===== src/rtl/dm_arb_pkg.sv =====
// Shared types and defaults for the data-memory arbiter.
package dm_arb_pkg;

    localparam int AW_DEF = 10;
    localparam int DW_DEF = 32;

    typedef enum logic [1:0] {
        OWN_NONE = 2'b00,
        OWN_CPU  = 2'b01,
        OWN_DBG  = 2'b10
    } owner_e;

endpackage


===== src/rtl/dm_arbiter_if.sv =====
// Requester and memory-side bus of the data-memory arbiter.
interface dm_arbiter_if #(
    parameter int AW = dm_arb_pkg::AW_DEF,
    parameter int DW = dm_arb_pkg::DW_DEF
);
    logic          cpu_req;
    logic          cpu_we;
    logic [AW-1:0] cpu_addr;
    logic [DW-1:0] cpu_wdata;
    logic          cpu_gnt;
    logic          cpu_rvalid;
    logic [DW-1:0] cpu_rdata;

    logic          dbg_req;
    logic          dbg_we;
    logic [AW-1:0] dbg_addr;
    logic [DW-1:0] dbg_wdata;
    logic          dbg_gnt;
    logic          dbg_rvalid;
    logic [DW-1:0] dbg_rdata;
    logic          dbg_lock;

    logic [AW-1:0] mem_a;
    logic [DW-1:0] mem_d;
    logic          mem_we;
    logic [DW-1:0] mem_q;

    modport slave (
        input  cpu_req, cpu_we, cpu_addr, cpu_wdata,
        input  dbg_req, dbg_we, dbg_addr, dbg_wdata, dbg_lock,
        input  mem_q,
        output cpu_gnt, cpu_rvalid, cpu_rdata,
        output dbg_gnt, dbg_rvalid, dbg_rdata,
        output mem_a, mem_d, mem_we
    );

    modport master (
        output cpu_req, cpu_we, cpu_addr, cpu_wdata,
        output dbg_req, dbg_we, dbg_addr, dbg_wdata, dbg_lock,
        output mem_q,
        input  cpu_gnt, cpu_rvalid, cpu_rdata,
        input  dbg_gnt, dbg_rvalid, dbg_rdata,
        input  mem_a, mem_d, mem_we
    );
endinterface


===== src/rtl/dm_arbiter_starve_ctr.sv =====
// CPU starvation guard: counts consecutive denied CPU cycles and
// flags force_cpu once MAX_WAIT is reached.
module arb_starve_ctr #(
    parameter int MAX_WAIT = 4
) (
    input  logic clk,
    input  logic rst,
    input  logic cpu_req,
    input  logic cpu_gnt,
    input  logic dbg_lock,
    output logic force_cpu
);
    logic [3:0] wait_q, wait_d;

    always_comb begin
        wait_d = wait_q;
        if (!cpu_req || cpu_gnt || dbg_lock)
            wait_d = '0;
        else if (wait_q != 4'(MAX_WAIT))
            wait_d = wait_q + 4'd1;
    end

    always_ff @(posedge clk or posedge rst) begin
        if (rst) wait_q <= '0;
        else     wait_q <= wait_d;
    end

    // Taken from the register so the grant path has no loop through cpu_gnt.
    assign force_cpu = (wait_q == 4'(MAX_WAIT));
endmodule


===== src/rtl/dm_arbiter.sv =====
// Two-requester arbiter for the single-port data memory: debug priority,
// CPU starvation guard, debug lock, and one-cycle read-data return routing.
module dm_arbiter
    import dm_arb_pkg::*;
#(
    parameter int AW       = AW_DEF,
    parameter int DW       = DW_DEF,
    parameter int MAX_WAIT = 4
) (
    input  logic        clk,
    input  logic        rst,
    dm_arbiter_if.slave bus,
    output logic [15:0] cpu_stall_cnt
);
    logic          cpu_win, dbg_win, force_cpu;
    owner_e        rd_owner_q, rd_owner_d;
    logic [DW-1:0] cpu_rdata_q, cpu_rdata_d;
    logic [DW-1:0] dbg_rdata_q, dbg_rdata_d;
    logic [15:0]   stall_q, stall_d;
    logic [AW-1:0] mem_a_d;
    logic [DW-1:0] mem_d_d;

    arb_starve_ctr #(.MAX_WAIT(MAX_WAIT)) u_starve (
        .clk       (clk),
        .rst       (rst),
        .cpu_req   (bus.cpu_req),
        .cpu_gnt   (cpu_win),
        .dbg_lock  (bus.dbg_lock),
        .force_cpu (force_cpu)
    );

    always_comb begin
        cpu_win = 1'b0;
        dbg_win = 1'b0;
        if (rst) begin
            cpu_win = 1'b0;
        end else if (bus.dbg_lock) begin
            dbg_win = bus.dbg_req;
        end else if (force_cpu && bus.cpu_req) begin
            cpu_win = 1'b1;
        end else if (bus.dbg_req) begin
            dbg_win = 1'b1;
        end else if (bus.cpu_req) begin
            cpu_win = 1'b1;
        end
    end

    // Idle bus parks on the debug address/data.
    always_comb begin
        mem_a_d = cpu_win ? bus.cpu_addr  : bus.dbg_addr;
        mem_d_d = cpu_win ? bus.cpu_wdata : bus.dbg_wdata;
        if (rst) begin
            mem_a_d = '0;
            mem_d_d = '0;
        end
    end

    assign bus.cpu_gnt = cpu_win;
    assign bus.dbg_gnt = dbg_win;
    assign bus.mem_a   = mem_a_d;
    assign bus.mem_d   = mem_d_d;
    assign bus.mem_we  = (cpu_win & bus.cpu_we) | (dbg_win & bus.dbg_we);

    always_comb begin
        rd_owner_d = OWN_NONE;
        if (cpu_win && !bus.cpu_we)      rd_owner_d = OWN_CPU;
        else if (dbg_win && !bus.dbg_we) rd_owner_d = OWN_DBG;
    end

    // Owner sees mem_q live; the other port keeps its last returned word.
    always_comb begin
        cpu_rdata_d = (rd_owner_q == OWN_CPU) ? bus.mem_q : cpu_rdata_q;
        dbg_rdata_d = (rd_owner_q == OWN_DBG) ? bus.mem_q : dbg_rdata_q;
    end

    assign bus.cpu_rvalid = (rd_owner_q == OWN_CPU);
    assign bus.dbg_rvalid = (rd_owner_q == OWN_DBG);
    assign bus.cpu_rdata  = cpu_rdata_d;
    assign bus.dbg_rdata  = dbg_rdata_d;

    always_comb begin
        stall_d = stall_q;
        if (bus.cpu_req && !cpu_win && stall_q != 16'hFFFF)
            stall_d = stall_q + 16'd1;
    end

    assign cpu_stall_cnt = stall_q;

    always_ff @(posedge clk or posedge rst) begin
        if (rst) begin
            rd_owner_q  <= OWN_NONE;
            cpu_rdata_q <= '0;
            dbg_rdata_q <= '0;
            stall_q     <= '0;
        end else begin
            rd_owner_q  <= rd_owner_d;
            cpu_rdata_q <= cpu_rdata_d;
            dbg_rdata_q <= dbg_rdata_d;
            stall_q     <= stall_d;
        end
    end
endmodule


===== src/flat_wrapper.sv =====
// flat-port wrapper written by rule: the top's interface ports become plain ports
module dm_arbiter_flat import dm_arb_pkg::*;
#(
    parameter int AW       = AW_DEF,
    parameter int DW       = DW_DEF,
    parameter int MAX_WAIT = 4
)
  (clk, rst, cpu_stall_cnt, bus_cpu_req, bus_cpu_we, bus_cpu_addr, bus_cpu_wdata, bus_dbg_req, bus_dbg_we, bus_dbg_addr, bus_dbg_wdata, bus_dbg_lock, bus_mem_q, bus_cpu_gnt, bus_cpu_rvalid, bus_cpu_rdata, bus_dbg_gnt, bus_dbg_rvalid, bus_dbg_rdata, bus_mem_a, bus_mem_d, bus_mem_we);
  dm_arbiter_if #(.AW(AW), .DW(DW)) bus_i ();
  input  logic clk;
  input  logic rst;
  output logic [15:0] cpu_stall_cnt;
  input wire logic [$bits(bus_i.cpu_req)-1:0] bus_cpu_req;
  input wire logic [$bits(bus_i.cpu_we)-1:0] bus_cpu_we;
  input wire logic [$bits(bus_i.cpu_addr)-1:0] bus_cpu_addr;
  input wire logic [$bits(bus_i.cpu_wdata)-1:0] bus_cpu_wdata;
  input wire logic [$bits(bus_i.dbg_req)-1:0] bus_dbg_req;
  input wire logic [$bits(bus_i.dbg_we)-1:0] bus_dbg_we;
  input wire logic [$bits(bus_i.dbg_addr)-1:0] bus_dbg_addr;
  input wire logic [$bits(bus_i.dbg_wdata)-1:0] bus_dbg_wdata;
  input wire logic [$bits(bus_i.dbg_lock)-1:0] bus_dbg_lock;
  input wire logic [$bits(bus_i.mem_q)-1:0] bus_mem_q;
  output wire logic [$bits(bus_i.cpu_gnt)-1:0] bus_cpu_gnt;
  output wire logic [$bits(bus_i.cpu_rvalid)-1:0] bus_cpu_rvalid;
  output wire logic [$bits(bus_i.cpu_rdata)-1:0] bus_cpu_rdata;
  output wire logic [$bits(bus_i.dbg_gnt)-1:0] bus_dbg_gnt;
  output wire logic [$bits(bus_i.dbg_rvalid)-1:0] bus_dbg_rvalid;
  output wire logic [$bits(bus_i.dbg_rdata)-1:0] bus_dbg_rdata;
  output wire logic [$bits(bus_i.mem_a)-1:0] bus_mem_a;
  output wire logic [$bits(bus_i.mem_d)-1:0] bus_mem_d;
  output wire logic [$bits(bus_i.mem_we)-1:0] bus_mem_we;
  assign bus_i.cpu_req = bus_cpu_req;
  assign bus_i.cpu_we = bus_cpu_we;
  assign bus_i.cpu_addr = bus_cpu_addr;
  assign bus_i.cpu_wdata = bus_cpu_wdata;
  assign bus_i.dbg_req = bus_dbg_req;
  assign bus_i.dbg_we = bus_dbg_we;
  assign bus_i.dbg_addr = bus_dbg_addr;
  assign bus_i.dbg_wdata = bus_dbg_wdata;
  assign bus_i.dbg_lock = bus_dbg_lock;
  assign bus_i.mem_q = bus_mem_q;
  assign bus_cpu_gnt = bus_i.cpu_gnt;
  assign bus_cpu_rvalid = bus_i.cpu_rvalid;
  assign bus_cpu_rdata = bus_i.cpu_rdata;
  assign bus_dbg_gnt = bus_i.dbg_gnt;
  assign bus_dbg_rvalid = bus_i.dbg_rvalid;
  assign bus_dbg_rdata = bus_i.dbg_rdata;
  assign bus_mem_a = bus_i.mem_a;
  assign bus_mem_d = bus_i.mem_d;
  assign bus_mem_we = bus_i.mem_we;
  dm_arbiter #(.AW(AW), .DW(DW), .MAX_WAIT(MAX_WAIT)) u_core (.clk(clk), .rst(rst), .bus(bus_i), .cpu_stall_cnt(cpu_stall_cnt));
endmodule

===== config.mk =====
export PLATFORM = sky130hd
export DESIGN_NAME = dm_arbiter_flat
export DESIGN_NICKNAME = d
export VERILOG_FILES = /design/src/rtl/dm_arb_pkg.sv /design/src/rtl/dm_arbiter_if.sv /design/src/rtl/dm_arbiter_starve_ctr.sv /design/src/rtl/dm_arbiter.sv /design/src/flat_wrapper.sv
export SDC_FILE = /design/constraint.sdc
export NUM_CORES = 1
export LEC_CHECK = 0
export ABC_AREA = 1
export CORE_MARGIN = 3
export CORE_UTILIZATION = 35
export CTS_BUF_LIST = sky130_fd_sc_hd__clkbuf_16
export DETAILED_ROUTE_END_ITERATION = 10
export GPL_TIMING_DRIVEN = 0
export PLACE_DENSITY = 0.78
export SETUP_SLACK_MARGIN = 0.4
export SYNTH_ARGS = -nofsm -noshare
export SYNTH_HDL_FRONTEND = slang
export SYNTH_SLANG_ARGS = --single-unit

===== constraint.sdc =====
create_clock -name clk -period 5.05 [get_ports clk]
set_input_delay 1.01 -clock clk [delete_from_list [all_inputs] [get_ports clk]]
set_output_delay 1.01 -clock clk [all_outputs]
set_load 0.01 [all_outputs]

# Word-level counts from Yosys, hierarchy flattened
# Index checks and enable logic that the tools add are counted.
# totals
output_inout_bits	127
regBits	86
in_bits	123
elab_cells	46
# op_classes
n_addsub	2
bitwise	3
n_mux	19
reduce_logical	12
eq_ne	5
# ops
operator	n
32-bit two-way mux	4
10-bit two-way mux	2
16-bit by 1-bit adder with 16-bit output (second input constant)	1
16-bit inequality test (second input constant)	1
1-bit two-way mux	9
4-bit two-way mux	2
1-bit logical AND	5
4-bit by 1-bit adder with 4-bit output (second input constant)	1
4-bit by 3-bit == test with 1-bit output (second input constant)	1
1-bit logical NOT	4
2-bit two-way mux	2
4-bit by 3-bit inequality test with 1-bit output (second input constant)	1
1-bit bitwise AND	2
2-bit by 1-bit == test with 1-bit output (second input constant)	1
2-bit == test (second input constant)	1
1-bit logical OR	2
2-bit nonzero test	1
1-bit bitwise OR	1

# Logic depth before layout (Yosys ltp)
# Gate-level depths: netlist of the first run.
# depth
ltp_word	8
mapped_depth	10
mapped_depth_nobuf	10

# Hierarchy
# A second synthesis of the first run with hierarchy kept.
# unflattened
hier_cells	575
hier_area_um2	4371.7
# by_module_without_submodules
module	n_inst	seq_area_each_um2	area_each_um2	cells_per_inst
dm_arbiter	1	2052.0	4107.7	543
arb_starve_ctr	1	100.1	264.0	32

# Worst setup path before layout of the first run
# No wires, ideal clock.
# synth_path
kind	input to output
from	in rst
to	out bus_mem_d[22]
slack_ns	-0.410
n_path_buf	1
cell_stages	4
arrival_ns	4.450
cell_sequence	inv_1 clkbuf_1 o21ai_0 nor2_1
# synth_via
elab_chain_len	3
# synth_lines
item	line_no	rtl
start: declaration	flat_wrapper.sv:11	input logic rst;
1-bit two-way mux	dm_arbiter.sv:35	if (rst) begin
32-bit two-way mux	dm_arbiter.sv:51	mem_d_d = cpu_win ? bus.cpu_wdata : bus.dbg_wdata;
32-bit two-way mux (*)	dm_arbiter.sv:52	if (rst) begin
end: declaration	flat_wrapper.sv:30	output wire logic [$bits(bus_i.mem_d)-1:0] bus_mem_d;
# Every way passes the cells marked *; elsewhere a longest branch is shown, timed or not.

# Worst setup path after layout of the first run
# layout_path
from	in rst
to	out bus_mem_d[26]
# Same word-level chain as after synthesis.

==> summary.md, run 1 <==
| Metric | Value |
|---|---|
| Share of layout cells above drive strength 1 | `6.59%` |
| CP max FO | `60` |
| Crit path capture type | `primary output` |
| Synthesis Warnings | `0` |
| Cells after Synth | `approximately 570` |
| Post-synth EDFFs | `0` |
| Clock Latency Late Sink | `330 ps` |
| Cell variety after synth | `25` |
| Register clock-pin slew on the reported worst setup and hold paths | `around 60 ps` |
| Multi-input logic area | `about 1800 um^2` |
| Syn avg cell area | `between 7 and 8 um^2` |
| Critical path buffer and inverter count | `5` |
| Largest delay contributor family on the critical path | `buffers and inverters` |
| Top-area cell type share of the netlist area | `between 40% and 50%` |
| Fin crit period | `between 4000 and 5000 ps` |
| HPWL after DPL | `roughly 11 mm` |
| FMAX | `231 MHz` |
| GRT Total Usage | `~20%` |
| Core area | `12100 um^2` |
| RSZ-0062 raised after global routing | `no` |
| Crit path DAT | `~3300 ps` |
| Final Skew | `between 5 and 6 ps` |
| Max-cap violations | `0` |
| CP most frequent cell | `clkdlybuf4s50_1` |
| Relative slew slack | `67.2%` |
| Synth Register Bits | `86` |
| Via count | `roughly 4500` |
| Site Rows | `40` |
| Die span in x | `117 um` |
| Die area | `about 14000 um^2` |
| Sequential share of the synthesized area | `between 40% and 50%` |
| CTS tree | `built` |
| Worst-Margin Slew | `492 ps` |
| Hold Fails Final Rpt | `0` |
| Root Driver | `clkbuf_16` |
| Layout area overhead | `69.4%` |
| Ant diodes | `0` |
| Starting density of the core | `between 30% and 40%` |
| Final Max Slew Viols | `0` |
| CTS buffer count | `9` |
| H-tree Lvls | `3` |
| Final net count | `955` |
| Number of nets with antenna violations after routing | `0` |
| PwrDens | `318 nW/um^2` |
| Top area cells in the synthesized netlist | `dfrtp_1 50%, o21ai_0 13%, nand2_1 11%` |
| Initial antenna violation count | `0` |
| IO buf count | `249` |
| Hold slack | `499 ps` |
| Drt drc | `0` |
| Cell Area, Placed | `slightly above 7000 um^2` |
| Critical path cell sequence | `clkdlybuf4s50_1 > inv_1 > buf_6 > buf_16 > o21ai_0 > nor2_1 > clkdlybuf4s50_1` |
| Critical Path Source Type | `primary input` |
| Largest area contributor in the netlist | `dfrtp_1` |
| Peak VDD IR | `0.204 mV` |
| Tot Pwr | `approximately 2.3 mW` |
| Place WS | `487 ps` |
| Hold-fix buffers at CTS | `0` |
| Post-CTS Setup Inserts | `0` |
| Crit path kind | `primary input to primary output` |
| Slowest CP cell | `clkdlybuf4s50_1` |
| Gr ovfl total | `0` |
| Wirelength per Cell | `14.3 um` |
| Lkg Pwr | `3.29 nW` |
| Fillers | `1092` |
| First-pass GRT wire length | `around 23 mm` |
| Max stage delay on crit path | `590 ps` |
| Vias/cell | `4.52` |
| Die Ht | `approximately 120 um` |
| Reg area | `2150 um^2` |
| Async SR Flop Fraction | `100%` |
| Syn Nets | `694` |
| Longest Clk Path Bufs | `2` |
| Initial DRC count | `220` |
| CP required | `4040 ps` |
| Worst hold path class | `register to register` |
| Routability Congestion | `between 0.8 and 0.9` |
| Final WS setup | `around 710 ps` |
| Final period util | `roughly 86%` |
| First-pass iteration count of the detailed router | `4` |
| Synthesized cell area | `4340 um^2` |
| Design area | `7350 um^2` |
| Number of setup violations in the final report | `0` |
| Status | `complete, no violations` |
| Ports | `250` |
| Final WL | `14.3 mm` |
| Vias in the first global route | `between 4000 and 5000` |
| Largest net degree at the start of global routing | `roughly 60` |
| Clock sink count | `86` |
| Post-synth top flop | `dfrtp_1` |
[worst paths after layout]
kind | slack [ps] | cells after the start | to | from
max | 710 | 7 | bus_mem_d[26] | rst
min | 500 | 2 | u_core.cpu_rdata_q[11]$_DFF_PP0_ | u_core.cpu_rdata_q[11]$_DFF_PP0_
max reg2reg | 3370 | 10 | u_core.cpu_stall_cnt[0]$_DFFE_PP0P_ | u_core.u_starve.wait_q[0]$_DFFE_PP0P_
min reg2reg | 500 | 2 | u_core.cpu_rdata_q[11]$_DFF_PP0_ | u_core.cpu_rdata_q[11]$_DFF_PP0_
max in group asynchronous | 3110 | 4 | u_core.dbg_rdata_q[3]$_DFF_PP0_ | rst
min in group asynchronous | 1360 | 3 | u_core.u_starve.wait_q[0]$_DFFE_PP0P_ | rst
[flip-flops by register name (all words and copies together) (netlist names)]
signal	count
u_core.u_starve.wait_q	4
u_core.rd_owner_q	2
u_core.cpu_stall_cnt	16
u_core.cpu_rdata_q	32
u_core.dbg_rdata_q	32
[what timing repair did]
action,4_1_cts,5_1_grt
endpoints found under the setup margin,0,7
gates resized for setup,0,2
endpoints found under the hold margin,0,0
[cell families (layout without fill, tap and decap cells)]
family          after synthesis  count (layout)  synth area share (%)
fa+ha+maj                     3               3                 0.865
xor+xnor                      8               8                  1.61
buf+inv                      85             351                  7.98
flops                        86              86                  49.6
compound gates              117             117                  14.1
simple gates                269             269                  25.8
[stage by stage]
| step | TNS [ps] | util (%) | std cells |
|---|---|---|---|
| 2_1_floorplan | 0 | - | 568 |
| 3_3_place_gp | -4440 | 58.4 | 985 |
| 3_5_place_dp | 0 | 58.7 | 986 |
| 4_1_cts | 0 | 60.9 | 1002 |
| 5_1_grt | 0 | 61.0 | 1002 |
| 6_report | 0 | 61.0 | 1002 |
[cell usage after synthesis (2+ instances only)]
cell type,instances
dfrtp_1,86
nand3_1,12
inv_1,54
buf_2,4
inv_2,4
nor2_1,103
o21ai_0,109
clkbuf_1,19
nand2_2,14
nor2_2,2
o21ai_2,7
nand2_1,127
nor2_4,2
xor2_1,7
nand4_1,6
ha_1,3
[worst reg2reg max path: stages (launching register included)]
cell and delay [ps]:
dfrtp_1 410, inv_1 60, ha_1 210, nand3_2 110, nand2_2 70, nand2_4 120, nand2_2 100, nor2_4 210
buf_6 210, nand2_2 60, nand2_1 70
[placed cells by master, fill, tap and decap left out, types with 2 or more instances in the layout]
cell             instances
nand2_1                127
inv_2                    4
nor2_4                   2
nor2_1                 103
o21ai_2                  7
buf_2                    4
inv_6                    2
nand3_1                 12
xor2_1                   7
ha_1                     3
nor2_2                   2
clkbuf_16                9
buf_6                    2
nand2_2                 14
o21ai_0                109
nand4_1                  6
clkbuf_1                18
clkdlybuf4s50_1        249
dfrtp_1                 86
inv_1                   55
[cell type report]
cell class | instances | area share, %
inverter | 58 | 2.96
sequential | 86 | 29.3
multi-input combinational | 397 | 25.1
clock inverter | 7 | 0.664
clock buffer | 9 | 3.06
buffer | 27 | 1.85
tap | 168 | 2.86
timing repair buffer | 250 | 34.3
[power breakdown]
| part | switching [mW] | internal (mW) | total [mW] | leakage, nW |
|---|---|---|---|---|
| Combinational | 0.372 | 0.455 | 0.827 | 2.09 |
| Sequential | 0.0758 | 0.829 | 0.905 | 1.07 |
| Clock | 0.273 | 0.336 | 0.609 | 0.137 |
| Total | 0.721 | 1.62 | 2.34 | 3.29 |
[routing by layer]
metal	part of all wire, %	vias up	track usage [%]
li1	-	2318	-
met1	45	2062	26.1
met2	48	137	34.9
met3	5.5	14	5.16
met4	1.0	0	4.18
met5	0	-	0
(Power assumes the default switching activity.)
==> inputs of run 2 (changes only) <==
- CAP_MARGIN: not set -> 10
- SYNTH_HIERARCHICAL: not set -> 1
==> summary.md, run 2 <==
| Metric | Value |
|---|---|
| Beginning of the worst hold path | `u_core/dbg_rdata_q[22]$_DFF_PP0_` |
| Die Ht | `118 um` |
| Initial antenna violation count | `0` |
| PwrDens | `308 nW/um^2` |
| WHS Endpoint | `u_core/dbg_rdata_q[22]$_DFF_PP0_` |
| Die span in x | `118 um` |
| CP most frequent cell | `clkdlybuf4s50_1` |
| Worst hold path class | `register to register` |
| Top-area cell type share of the netlist area | `around half` |
| Clock sink count | `86` |
| Root Driver | `clkbuf_16` |
| Final cell count without fillers | `~1000` |
| Longest Clk Path Bufs | `2` |
| Hold Fails Final Rpt | `0` |
| Critical path cell sequence | `clkdlybuf4s50_1 > nor2_4 > nand3_4 > clkbuf_1 > nand2_1 > a21oi_1 > clkdlybuf4s50_1` |
| Relative slew slack | `64.7%` |
| FMAX | `232 MHz` |
| Site Rows | `40` |
| Met1 GRT Util | `about a quarter` |
| R2r setup slk | `2930 ps` |
| Number of nets with antenna violations after routing | `0` |
| Routing usage on met3 | `4.90%` |
| Peak VDD IR | `0.150 mV` |
| Register clock-pin slew on the reported worst setup and hold paths | `60 ps` |
| Crit path DAT | `roughly 3300 ps` |
| Hold Path Depth | `2` |
| Vias/cell | `4.63` |
| Largest area contributor in the netlist | `dfrtp_1` |
| First-pass iteration count of the detailed router | `5` |
| Post-CTS Setup Inserts | `0` |
| Status | `complete, no violations` |
| Final period util | `roughly 86%` |
| Cells after Synth | `575` |
| Most instantiated library cell after synthesis | `nand2_1` |
| Final Skew | `5.32 ps` |
| Final WL | `14.8 mm` |
| Clock Latency Late Sink | `330 ps` |
| CTS buffer count | `9` |
| Syn avg cell area | `approximately 7.6 um^2` |
| Slowest CP cell | `clkdlybuf4s50_1` |
| Synthesis Warnings | `6` |
| Max-cap violations | `0` |
| CTS tree | `built` |
| Vias in the first global route | `about 4800` |
| Global route hottest layer | `met2` |
| Initial DRC count | `237` |
| Number of setup violations in the final report | `0` |
| Wirelength per Cell | `14.7 um` |
| Setup TNS | `0 ps` |
| Share of layout cells above drive strength 1 | `4.76%` |
| Final Max Slew Viols | `0` |
| Critical Path Source Type | `primary input` |
| Via count | `4663` |
| Tot Pwr | `2.28 mW` |
| Lkg Pwr | `3.33 nW` |
| Largest delay contributor family on the critical path | `buffers and inverters` |
| Ant diodes | `0` |
| First-pass GRT wire length | `23.7 mm` |
| Cell variety after synth | `26` |
| Async SR Flop Fraction | `100%` |
| Synth top cells by count | `228 x nand2_1, 86 x dfrtp_1, 68 x o21ai_0` |
| CP max FO | `10` |
| Syn Nets | `701` |
| Commonest cells after routing, fill and taps aside | `249 x clkdlybuf4s50_1, 228 x nand2_1, 86 x dfrtp_1` |
| Commonest non-fill, non-tap cell in the layout | `clkdlybuf4s50_1` |
| Post-synth EDFFs | `0` |
| IO buf count | `around 250` |
| CTS resizes | `0` |
| Ports | `250` |
| RSZ-0062 raised after global routing | `no` |
| Final net count | `962` |
| Crit path kind | `primary input to primary output` |
| Layout area overhead | `69.3%` |
| Reg-to-Reg End | `u_core/u_starve/wait_q[0]$_DFFE_PP0P_` |
| Worst r2r src | `u_core/u_starve/wait_q[0]$_DFFE_PP0P_` |
| HPWL after DPL | `11.6 mm` |
| GRT Total Usage | `approximately a fifth` |
| Placed Cells | `993` |
| Routability Congestion | `about 0.86` |
| Largest net degree at the start of global routing | `58` |
| Post-synth top flop | `dfrtp_1` |
| Hold slack | `about 490 ps` |
| Top area cells in the synthesized netlist | `dfrtp_1 49%, nand2_1 20%, o21ai_0 7.8%` |
| Crit path capture type | `primary output` |
| Hold-fix buffers at CTS | `0` |
| Critical path buffer and inverter count | `3` |
| Max stage delay on crit path | `650 ps` |
| Gr ovfl total | `0` |
| Met2 usage | `between 30% and 40%` |
| Sequential share of the synthesized area | `49.2%` |
| Synth Register Bits | `86` |
| Fin crit period | `4320 ps` |
| Synthesized cell area | `approximately 4400 um^2` |
| Starting density of the core | `36.1%` |
| Die area | `about 14000 um^2` |
| H-tree Lvls | `3` |
| Worst reg-to-reg path cell count | `14` |
| Worst-Margin Slew | `between 500 and 600 ps` |
| Core area | `12100 um^2` |
| CP required | `around 4000 ps` |
| Drt drc | `0` |
## run 2: changes by cell type after synthesis, sizes merged, moves of 6 or more
cell	change
a21oi	+43
nor2	-82
o21ai	-48
nand2	+90
xor2	-6
xnor2	+6
## run 2: routing by layer
| layer | wire (um) | up-vias |
|---|---|---|
| li1 | - | 2345 |
| met4 | 705 | 0 |
| met1 | 5760 | 2092 |
| met2 | 7280 | 199 |
| met3 | 1060 | 27 |
| met5 | 0 | - |
## run 2: area by class of cell
type	count	area [um^2]
inverter	55	211
clock inverter	6	71.3
sequential	86	2150
fill	1061	4710
timing repair buffer	250	2520
tap	168	210
buffer	28	151
multi-input combinational	406	1860
clock buffer	9	225
## run 2: kinds of logic after synthesis
logic type / count (synthesis) / synth area share (%)
xor+xnor: 8 / 1.60
compound gates: 113 / 13.4
buf+inv: 83 / 8.24
flops: 86 / 49.2
fa+ha+maj: 3 / 0.859
simple gates: 282 / 26.6
## run 2: how the worst max path moves through the flow
stage / from / cells after the start / end
2_1_floorplan: rst / 5 / bus_mem_we
3_5_place_dp: bus_dbg_lock / 7 / bus_mem_a[0]
6_report: bus_dbg_lock / 7 / bus_mem_a[0]
4_1_cts: bus_dbg_lock / 7 / bus_mem_a[0]
3_3_place_gp: rst / 7 / bus_mem_we
5_1_grt: bus_dbg_lock / 7 / bus_mem_a[0]
## run 2: worst min-delay path, stage by stage, from the launching register on
cell	delay, ps
dfrtp_1	320
nand2_1	50
o21ai_0	80
## run 2: metrics by stage
stage | worst slack (ps) | area (um^2) | util (%)
floorplan | 526 | 4370 | -
global placement | -1250 | 7070 | 58.4
detailed placement | 686 | 7100 | 58.7
CTS | 688 | 7400 | 61.1
global route | 599 | 7400 | 61.1
finish | 731 | 7400 | 61.1
## run 2: where the power goes
| group | switching (mW) | internal [mW] |
|---|---|---|
| Combinational | 0.329 | 0.416 |
| Sequential | 0.0615 | 0.816 |
| Clock | 0.274 | 0.385 |
| Total | 0.664 | 1.62 |
==> inputs of run 3 (changes only) <==
==> constraint.sdc (replaced) <==
create_clock -name clk -period 5.05 [get_ports clk]
set_input_delay 1.515 -clock clk [delete_from_list [all_inputs] [get_ports clk]]
set_output_delay 1.515 -clock clk [all_outputs]
set_load 0.01 [all_outputs]
==> summary.md, run 3 (synthesized netlist as in run 2, its figures left out) <==
| Metric | Value |
|---|---|
| Status | `complete, no violations` |
| Worst hold path class | `register to register` |
| Layout area overhead | `70.1%` |
| IO buf count | `249` |
| Longest Clk Path Bufs | `2` |
| Clock Latency Late Sink | `330 ps` |
| Crit path capture type | `primary output` |
| Setup TNS | `0 ps` |
| Ports | `250` |
| Gr ovfl total | `0` |
| Placed Cells | `994` |
| Commonest cells after routing, fill and taps aside | `227 x nand2_1, 203 x clkdlybuf4s50_1, 86 x dfrtp_1` |
| Via count | `~4600` |
| Vias/cell | `4.56` |
| Peak VDD IR | `0.146 mV` |
| Routability Congestion | `0.853` |
| Wirelength per Cell | `14.5 um` |
| CP max FO | `11` |
| Crit path kind | `primary input to primary output` |
| Die area | `13900 um^2` |
| Final WL | `14.7 mm` |
| Critical Path Source Type | `primary input` |
| H-tree Lvls | `3` |
| Share of layout cells above drive strength 1 | `about a tenth` |
| Final Max Slew Viols | `0` |
| Die Ht | `118 um` |
| Slowest CP cell | `clkdlybuf4s50_1` |
| Root Driver | `clkbuf_16` |
| Place WS | `-282 ps` |
| Hold slack | `496 ps` |
| FMAX | `221 MHz` |
| Die span in x | `118 um` |
| Clock sink count | `86` |
| Largest delay contributor family on the critical path | `buffers and inverters` |
| GRT Total Usage | `20.4%` |
| Drt drc | `0` |
| Max stage delay on crit path | `550 ps` |
| CTS buffer count | `9` |
| Core area | `roughly 12000 um^2` |
| Largest net degree at the start of global routing | `between 40 and 50` |
| Hold Fails Final Rpt | `0` |
| Relative slew slack | `64.6%` |
| Max-cap violations | `0` |
| Hold Path Depth | `2` |
| Ant diodes | `0` |
| Cell count along the critical path | `7` |
| RSZ-0062 raised after global routing | `no` |
| Fin crit period | `4530 ps` |
| Fillers | `1094` |
| CP required | `3540 ps` |
| Initial antenna violation count | `0` |
| Final WS setup | `approximately 520 ps` |
| Crit path DAT | `between 3000 and 4000 ps` |
| R2r setup slk | `about 3100 ps` |
| Final Skew | `8.66 ps` |
| Worst reg-to-reg path cell count | `14` |
| CTS tree | `built` |
| Multi-input logic area | `1870 um^2` |
| Final period util | `89.7%` |
| Number of setup violations in the final report | `0` |
| Final cell count without fillers | `1015` |
| Hold-fix buffers at CTS | `0` |
| Register clock-pin slew on the reported worst setup and hold paths | `60 ps` |
| Initial DRC count | `250` |
| Critical path buffer and inverter count | `4` |
| HPWL after DPL | `11.6 mm` |
| Lkg Pwr | `3.46 nW` |
| Reg area | `2150 um^2` |
| Commonest non-fill, non-tap cell in the layout | `nand2_1` |
| First-pass GRT wire length | `between 20 and 25 mm` |
| Final net count | `roughly 970` |
| Starting density of the core | `a little over a third` |
| First-pass iteration count of the detailed router | `4` |
| Worst-Margin Slew | `530 ps` |
| Vias in the first global route | `4523` |
| PwrDens | `305 nW/um^2` |
| Number of nets with antenna violations after routing | `0` |
| Critical path cell sequence | `clkdlybuf4s50_1 > nand3_4 > clkinv_4 > buf_6 > nand2_1 > a21oi_2 > dlygate4sd2_1` |
| Final Util | `a little over 60%` |
| Site Rows | `40` |
## run 3: routing by layer
metal  track usage (%)  share of wire (%)  up-vias
met5                 0                  0        -
met4              10.3                4.5        0
met3              5.53                6.7       27
met2              36.0                 49      198
met1              22.6                 40     2047
li1                  -                  -     2359
## run 3: final timing paths
check	endpoint	startpoint
worst min register to register	u_core/cpu_rdata_q[5]$_DFF_PP0_	u_core/cpu_rdata_q[5]$_DFF_PP0_
worst min-delay path	u_core/cpu_rdata_q[5]$_DFF_PP0_	u_core/cpu_rdata_q[5]$_DFF_PP0_
max in group asynchronous	u_core/cpu_rdata_q[3]$_DFF_PP0_	rst
worst max-delay path	bus_mem_a[4]	bus_cpu_req
min in group asynchronous	u_core/u_starve/wait_q[1]$_DFFE_PP0P_	rst
worst max register to register	u_core/u_starve/wait_q[0]$_DFFE_PP0P_	u_core/u_starve/wait_q[0]$_DFFE_PP0P_
## run 3: per-stage QoR
| step | instance area (um^2) | power [mW] |
|---|---|---|
| 3_5_place_dp | 7140 | 1.64 |
| 3_3_place_gp | 7100 | 1.62 |
| 6_report | 7430 | 2.27 |
| 4_1_cts | 7440 | 2.29 |
| 5_1_grt | 7430 | 2.39 |
| 2_1_floorplan | 4390 | 1.17 |
## run 3: worst reg2reg max path: stages (launching register included)
cell,delay [ps]
dfrtp_1,430
inv_1,100
ha_1,180
nand2_2,70
nor2_4,150
inv_1,70
nand2_2,110
nand3_4,120
clkinv_4,100
buf_6,150
inv_1,50
nand2_1,150
nor2_8,60
nand3_1,90
nand2_1,60
## run 3: repair_timing
action / in CTS / in global routing
hold endpoints to repair: 0 / 0
endpoints found under the setup margin: 45 / 29
gates resized for setup: 111 / 12
setup buffers: 6 / 0
pin swaps: 1 / 0
## run 3: final cells by class
class | instances | share of cell area [%]
plain buffers | 28 | 2.46
clock buffers | 9 | 3.03
clock inverters | 6 | 0.942
inverters | 55 | 2.91
multi-input cells | 406 | 25.2
flip-flops and latches | 86 | 28.9
well taps | 168 | 2.83
repair buffers | 257 | 33.7
## run 3: power by group
| group | total [mW] | internal [mW] | switching (mW) |
|---|---|---|---|
| Combinational | 0.736 | 0.408 | 0.329 |
| Clock | 0.651 | 0.384 | 0.267 |
| Sequential | 0.879 | 0.816 | 0.0630 |
| Total | 2.27 | 1.61 | 0.659 |
